### src/rtl/udp_scb_pkg.sv
// Shared types and helpers for the sequential UDP flip-flop scoreboard.
package udp_scb_pkg;

  typedef enum logic [2:0] {
    StIdle,
    StDrive,
    StEdge,
    StCheck,
    StDone
  } state_e;

  localparam int unsigned STEP_CYCLES = 3;

  // Next q of the dual-edge cell: rising edge loads d, falling edge loads ~d.
  function automatic logic next_q(input logic edge_rising, input logic d);
    return edge_rising ? d : ~d;
  endfunction

endpackage

### src/rtl/udp_ff_model.sv
// One-bit reference model of the dual-edge UDP flip-flop, advanced one edge per load.
module udp_ff_model
  import udp_scb_pkg::*;
#(
  parameter logic INIT_Q = 1'b1
) (
  input  logic clk,
  input  logic rst_n,
  input  logic init,
  input  logic load,
  input  logic edge_rising,
  input  logic d,
  output logic q
);

  logic q_q;

  always_ff @(posedge clk or negedge rst_n) begin
    if (!rst_n) begin
      q_q <= INIT_Q;
    end else if (init) begin
      q_q <= INIT_Q;
    end else if (load) begin
      q_q <= next_q(edge_rising, d);
    end
  end

  assign q = q_q;

endmodule

### src/rtl/udp_ff_scoreboard.sv
// Drives a dual-edge UDP flip-flop through a fixed data pattern and checks its output
// against a reference model, reporting a verdict and a saturating mismatch count.
module udp_ff_scoreboard
  import udp_scb_pkg::*;
#(
  parameter int unsigned           NUM_STEPS = 16,
  parameter logic [NUM_STEPS-1:0]  PATTERN   = 16'hA5C3,
  parameter logic                  INIT_Q    = 1'b1,
  parameter int unsigned           ERRW      = 8,
  localparam int unsigned          SW        = $clog2(NUM_STEPS) + 1
) (
  input  logic            clk,
  input  logic            rst_n,
  input  logic            start,
  output logic            cell_clk,
  output logic            cell_d,
  input  logic            cell_q,
  output logic            busy,
  output logic            done,
  output logic            pass,
  output logic [ERRW-1:0] err_count,
  output logic [SW-1:0]   step_idx
);

  state_e          state_q, state_d;
  logic            cell_clk_q, cell_clk_d;
  logic            cell_d_q, cell_d_d;
  logic            busy_q, busy_d;
  logic            done_q, done_d;
  logic            pass_q, pass_d;
  logic [ERRW-1:0] err_q, err_d;
  logic [SW-1:0]   step_q, step_d;

  logic            model_init;
  logic            model_load;
  logic            exp_q;
  logic [ERRW-1:0] err_next;

  udp_ff_model #(
    .INIT_Q (INIT_Q)
  ) u_model (
    .clk         (clk),
    .rst_n       (rst_n),
    .init        (model_init),
    .load        (model_load),
    .edge_rising (~cell_clk_q),
    .d           (cell_d_q),
    .q           (exp_q)
  );

  always_comb begin
    state_d    = state_q;
    cell_clk_d = cell_clk_q;
    cell_d_d   = cell_d_q;
    busy_d     = busy_q;
    done_d     = done_q;
    pass_d     = pass_q;
    err_d      = err_q;
    step_d     = step_q;
    model_init = 1'b0;
    model_load = 1'b0;
    err_next   = err_q;

    unique case (state_q)
      StIdle: begin
        if (start) begin
          state_d    = StDrive;
          err_d      = '0;
          step_d     = '0;
          pass_d     = 1'b0;
          busy_d     = 1'b1;
          model_init = 1'b1;
        end
      end
      StDrive: begin
        cell_d_d = PATTERN[step_q[SW-2:0]];
        state_d  = StEdge;
      end
      StEdge: begin
        // The model sees the post-toggle level, so ~cell_clk_q marks a rising edge.
        cell_clk_d = ~cell_clk_q;
        model_load = 1'b1;
        state_d    = StCheck;
      end
      StCheck: begin
        // X/Z on the cell output is a mismatch too.
        if ((cell_q !== exp_q) && (err_q != '1)) begin
          err_next = err_q + ERRW'(1);
        end
        err_d = err_next;
        if (step_q == SW'(NUM_STEPS - 1)) begin
          state_d = StDone;
          busy_d  = 1'b0;
          done_d  = 1'b1;
          pass_d  = (err_next == '0);
        end else begin
          step_d  = step_q + SW'(1);
          state_d = StDrive;
        end
      end
      StDone: begin
        done_d  = 1'b0;
        state_d = StIdle;
      end
      default: begin
        state_d = StIdle;
      end
    endcase
  end

  always_ff @(posedge clk or negedge rst_n) begin
    if (!rst_n) begin
      state_q    <= StIdle;
      cell_clk_q <= 1'b0;
      cell_d_q   <= 1'b0;
      busy_q     <= 1'b0;
      done_q     <= 1'b0;
      pass_q     <= 1'b0;
      err_q      <= '0;
      step_q     <= '0;
    end else begin
      state_q    <= state_d;
      cell_clk_q <= cell_clk_d;
      cell_d_q   <= cell_d_d;
      busy_q     <= busy_d;
      done_q     <= done_d;
      pass_q     <= pass_d;
      err_q      <= err_d;
      step_q     <= step_d;
    end
  end

  assign cell_clk  = cell_clk_q;
  assign cell_d    = cell_d_q;
  assign busy      = busy_q;
  assign done      = done_q;
  assign pass      = pass_q;
  assign err_count = err_q;
  assign step_idx  = step_q;

endmodule

### config.mk
export PLATFORM = sky130hd
export DESIGN_NAME = udp_ff_scoreboard
export DESIGN_NICKNAME = d
export VERILOG_FILES = /design/src/rtl/udp_scb_pkg.sv /design/src/rtl/udp_ff_model.sv /design/src/rtl/udp_ff_scoreboard.sv
export SDC_FILE = /design/constraint.sdc
export NUM_CORES = 1
export LEC_CHECK = 0
export ABC_CLOCK_PERIOD_IN_PS = 1790
export CAP_MARGIN = 40
export CORE_MARGIN = 5
export CORE_UTILIZATION = 50
export DETAILED_ROUTE_END_ITERATION = 8
export GPL_TIMING_DRIVEN = 0
export MAX_ROUTING_LAYER = met4
export PLACE_DENSITY_LB_ADDON = 0.05
export RECOVER_POWER = 100
export SYNTH_ARGS = -nofsm -noshare
export SYNTH_HDL_FRONTEND = slang
export SYNTH_HIERARCHICAL = 1
export SYNTH_SLANG_ARGS = --single-unit
export TNS_END_PERCENT = 50
### constraint.sdc
create_clock -name clk -period 1.79 [get_ports clk]
set_input_delay 0.179 -clock clk [delete_from_list [all_inputs] [get_ports clk]]
set_output_delay 0.179 -clock clk [all_outputs]
set_load 0.02 [all_outputs]
# Word level (Yosys, flattened, before mapping)
# Memory sizes are Yosys's and may differ from the RTL's. A register that Yosys moved wholly into a read port is not among the register bits.
# Index checks and enable logic that the tools add are counted.
# op_classes
n_eq_ne	10
mux	24
multipliers	0
shifts	0
n_addsub	2
order_cmp	0
n_reduce_logical	11
bitwise	2
n_div	0
# op_table
op	n
$mux W8	3
$pmux W8 S2	1
$pmux W3 S4	1
$mux W1	11
$mux W5	2
$pmux W5 S2	1
$add A8 B1 Y8 const B	1
$logic_not A8 Y1	1
$ne A8 B8 Y1 const B	1
$eq A3 B2 Y1 const B	2
$mux W3	2
$ne A2 B2 Y1 const B	3
$pmux W1 S2	3
$reduce_and A3 Y1	2
$reduce_bool A2 Y1	3
$add A5 B1 Y5 const B	1
$eq A5 B4 Y1 const B	1
$reduce_and A2 Y1	2
$eq A3 B1 Y1 const B	1
$eq A3 B3 Y1 const B	1
$logic_not A3 Y1	1
$not A1 Y1	2
$logic_and A1 B1 Y1	1
$logic_not A1 Y1	1
$nex A1 B1 Y1	1
# word_totals
regBits	21
mem_bits_rw	0
latchBits	0
mem_count	1
rom_bits	16
out_inout_bits	18
inputBits	4
word_cells	58
# mem_list
memory	depth	width	read_ports	rd_clocked_by_memory_dff	write_ports	line_no	source
(name not given)	16	1	1	1	0	udp_ff_scoreboard.sv:76	cell_d_d = PATTERN[step_q[SW-2:0]];

# Depth between registers and ports, before layout
# logic_depth
word_depth	7
mapped_depth	7
ltp_nobuf	7

# By module
# The synthesis kept the hierarchy.
# modules_own_cells
mod	cells_per_inst	instances	area_each_um2
udp_ff_scoreboard	131	1	1226.2
udp_ff_model	4	1	50.0

# Least setup slack after synthesis
# OpenSTA, ideal clock, no wires.
# synth_timing
path_type	register to register
startpoint	reg err_q[0], in the netlist err_count[0]
endpoint	reg pass_q, in the netlist pass
arrival_ps	1631
setup_ps	95
required_ps	1695
path_stages_with_launch	7
n_path_buf	0
period_less_slack_ps	1727
setup_slack_ps	63
cell_sequence	dfrtp_1 ha_1 and4_4 a21oi_4 and3b_1 o211ai_1 o31ai_1
# synth_via
elab_chain_len	7
elab_cells_between_ends	8
# synth_lines
element	line_no	source
from (decl)	udp_ff_scoreboard.sv:31	logic [ERRW-1:0] err_q, err_d;
from (signal assigned)	udp_ff_scoreboard.sv:128	err_q <= err_d;
parallel branches: the longest is 2 deep, another holds $add A8 B1 Y8	--	
$mux W8 (*)	udp_ff_scoreboard.sv:87	if ((cell_q !== exp_q) && (err_q != '1)) begin
$mux W8 (*)	udp_ff_scoreboard.sv:64	unique case (state_q)
$logic_not A8 Y1 (*)	udp_ff_scoreboard.sv:95	pass_d = (err_next == '0);
$mux W1 (*)	udp_ff_scoreboard.sv:91	if (step_q == SW'(NUM_STEPS - 1)) begin
$pmux W1 S2 (*)	udp_ff_scoreboard.sv:64	
to (signal assigned)	udp_ff_scoreboard.sv:127	pass_q <= pass_d;
to (decl)	udp_ff_scoreboard.sv:30	logic pass_q, pass_d;
# Every way passes the cells marked *. The select of a mux whose other input is x is not followed.
# A chain may end at the register's enable or synchronous reset.

# Final worst setup path
# layout_timing
startpoint	reg err_q[1], in the netlist err_count[1]
endpoint	reg pass_q, in the netlist pass
# Same word-level chain as after synthesis.

==> metrics <==
type of the worst setup path=flop to flop; Core Region=~0.0025 mm2; asr flop ratio synth=between 90% and 100%; Max stage delay on crit path=approximately 0.47 ns; share of cells above drive strength 1=roughly 17%; full die area=about 0.0037 mm2; number of global-route vias before repair=1042; relative slew slack=58.0%; Yosys Warn Count=6; Buffers on Ports=21; final instance area=0.00163 mm2; DRT iter0 DRCs=38; Final Wtd Congestion=~0.8; grt total ovfl=0; Clock power frac=10.0%; Skew-Pair Late Insertion Delay=0.31 ns; initial antenna violation count=0; Final Hold Viols=0; Pleak=approximately 0.7 nW; CP top delay family=compound AO/OA/AOI/OAI gates; die height=~61 um; # diodes=0; Worst Path Buf+Inv=0; # rows=18; actual slew at the worst max-slew pin=roughly 0.63 ns; hold slack=0.282 ns; die extent in x=60.5 um; Hold Crit Class=input pin to async pin; Sw Pwr=just over 1 mW; Max FO, Critical Path=7; RSZ-0062 raised after global routing=false; ANT nets after route=0; setup TNS=0 ns; drt wl/cell=15.0 um; fmax=between 500 and 600 MHz; Clk pin slew, worst setup/hold paths=0.12 ns; Worst Setup SP=err_count[1]$_DFFE_PN0P_; Via density=5.69; syn_nets=about 140; maximum VDD drop=1090 uV; Post-DP Area=between 0.0015 and 0.002 mm2; Netlist cell types=between 40 and 50; maximum root-to-sink buffer count=2; P_int=between 1 and 1.5 mW; dpl hpwl=2080 um; final worst path period need=around 1.7 ns; Req. time, crit path=between 2 and 2.5 ns; Via Count=1120; Final #Nets=around 180; slowest stage cell on the critical path=dfrtp_1; gr usage total=a little under a fifth; worst reg2reg path startpoint=err_count[1]$_DFFE_PN0P_; cts bufs inserted=3; final setup fails=0; Post-Synthesis Cells=roughly 140; first-pass GRT wire length=approximately 4700 um; DRC violations left=0; fin. max-slew vios=0; Ports=22; CTS H-tree lvls=1; Seq/Total Area, Yosys=between 40% and 50%; setup skew after layout=roughly 0.0077 ns; Seq cells post-synth=22; WL final=2950 um; CTS root buf=clkbuf_4; post-cts hold buffer count=0; fill count=about 200; Pre-Repair DR Iteration Count=4; total clock sinks=22; Switching Share=43.1%; maximum number of pins on one net before global-route repair=13; Initial Util=52.0%; fin crit share=roughly 95%; Seq pwr share=34.0%; syn_area_per_cell=9.45 um2; number of synthesized flops with an enable pin=0; Main synth FF type=dfrtp_1; run status=complete, no violations; CP endpoint kind=flop; worst path cell trace=ha_4 > and4_4 > a21oi_4 > and3b_1 > o211ai_1 > o31ai_1; CP Launch Type=flop; power per cell area=1430 mW/mm2; CTS tree=yes; combinational power share=a little under three fifths; max cap viols=0; WP data arrival=between 1.5 and 2 ns; Area Overhead vs Synth=27.8%; post-synthesis cell area=approximately 0.0013 mm2
==> layer usage <==
layer	wire length, um	part of all wire, %	vias to the layer above	track usage, %
met5	0	0	-	-
met3	169	5.7	4	2.55
li1	-	-	545	-
met1	1390	47	534	24.6
met2	1350	46	37	27.3
met4	45	1.5	0	7.74
==> path summary, 6_finish.rpt <==
| kind | slack [ns] | depth (start not counted) | endpoint |
|---|---|---|---|
| worst max-delay path | 0.08 | 6 | pass$_DFFE_PN0P_ |
| worst min-delay path | 0.28 | 1 | step_idx[2]$_DFFE_PN0P_ |
| worst max register to register | 0.08 | 6 | pass$_DFFE_PN0P_ |
| worst min register to register | 0.50 | 1 | busy$_DFFE_PN0P_ |
| max in group asynchronous | 0.57 | 2 | state_q[2]$_DFFE_PN0P_ |
| min in group clk | 0.50 | 1 | busy$_DFFE_PN0P_ |
==> registers in the layout, summed over array words and instances, names as in the netlist <==
name	cells
busy	1
cell_clk	1
cell_d	1
done	1
err_count	8
pass	1
state_q	3
step_idx	5
u_model/q	1
==> cells by family after synthesis <==
logic type,share of synthesized area [%]
AND/OR/NAND/NOR,21.6
AO/OA/AOI/OAI,17.7
flip-flops,43.2
buffers and inverters,4.12
XOR/XNOR,6.18
multiplexers,3.24
adder cells (fa/ha/maj),3.92
==> layout by cell type, fill, tap and decap left out, drive strengths merged, types with 2 or more instances in the layout <==
| cell type | Yosys | routed |
|---|---|---|
| mux2i | 3 | 3 |
| inv | 6 | 6 |
| ha | 4 | 4 |
| and3b | 2 | 2 |
| o31ai | 4 | 4 |
| o21ai | 8 | 8 |
| clkbuf | 0 | 5 |
| buf | 6 | 12 |
| o211ai | 2 | 2 |
| a21oi | 8 | 8 |
| nand3 | 5 | 5 |
| xnor2 | 6 | 6 |
| clkdlybuf4s50 | 0 | 9 |
| dfrtp | 21 | 21 |
| nand3b | 2 | 2 |
| nor2 | 16 | 16 |
| nor2b | 2 | 2 |
| xor2 | 3 | 3 |
| nor3 | 3 | 3 |
| dlygate4sd3 | 0 | 12 |
| nand2 | 13 | 13 |
| and3 | 3 | 3 |
==> worst register-to-register path, delay by kind of cell, from the launching register on <==
kind	cells	cell delay [ns]
adders and majority gates	1	0.20
and+or+nand+nor	2	0.40
DFF	1	0.47
AOI/OAI and AO/OA	3	0.57
==> final cells by class <==
| class | instances | area, um2 | share of cell area, % |
|---|---|---|---|
| Buffer | 6 | 30.0 | 1.84 |
| Clock buffer | 4 | 26.3 | 1.61 |
| Inverter | 6 | 22.5 | 1.38 |
| Multi-Input combinational cell | 101 | 702 | 43.0 |
| Sequential cell | 22 | 554 | 34.0 |
| Tap cell | 30 | 37.5 | 2.30 |
| Timing Repair Buffer | 28 | 259 | 15.9 |
==> cell usage after synthesis, drive strengths merged, types with 2 or more instances <==
cell / number / area, um2
buf: 6 / 30.0
xor2: 3 / 26.3
dfrtp: 21 / 526
nand3: 5 / 25.0
and3: 3 / 23.8
nor3: 3 / 15.0
xnor2: 6 / 52.6
mux2i: 3 / 30.0
nand2: 13 / 48.8
a21oi: 8 / 51.3
o21ai: 8 / 40.0
and3b: 2 / 17.5
ha: 4 / 50.1
nor2: 16 / 62.6
nand3b: 2 / 15.0
nor2b: 2 / 12.5
o31ai: 4 / 30.0
o211ai: 2 / 15.0
inv: 6 / 22.5
==> per-stage QoR <==
step	util [%]	std cells	setup slack, ns	power (mW)
after CTS	64.4	192	0.00381	2.25
after global routing	66.5	197	0.00325	2.50
after detailed placement	62.7	187	-0.0448	1.99
final	66.5	197	0.0819	2.33
after floorplan	-	135	0.0634	1.58
after global placement	62.1	186	-0.0229	1.94
==> power by group through the flow <==
stage / logic (mW) / registers, mW / clock network (mW)
floorplan: 0.678 / 0.903 / 0
global placement: 1.15 / 0.794 / 0
detailed placement: 1.18 / 0.804 / 0
CTS: 1.21 / 0.796 / 0.244
global route: 1.42 / 0.816 / 0.271
finish: 1.31 / 0.793 / 0.235
==> what timing repair did <==
action / 4_1_cts / 5_1_grt
setup endpoints to repair: 2 / 7
hold endpoints to repair: 0 / 0
resized for setup: 2 / 6
setup buffers: 1 / 5
pin swaps: 1 / 2
No activity file was read; power rests on OpenSTA's default activity.
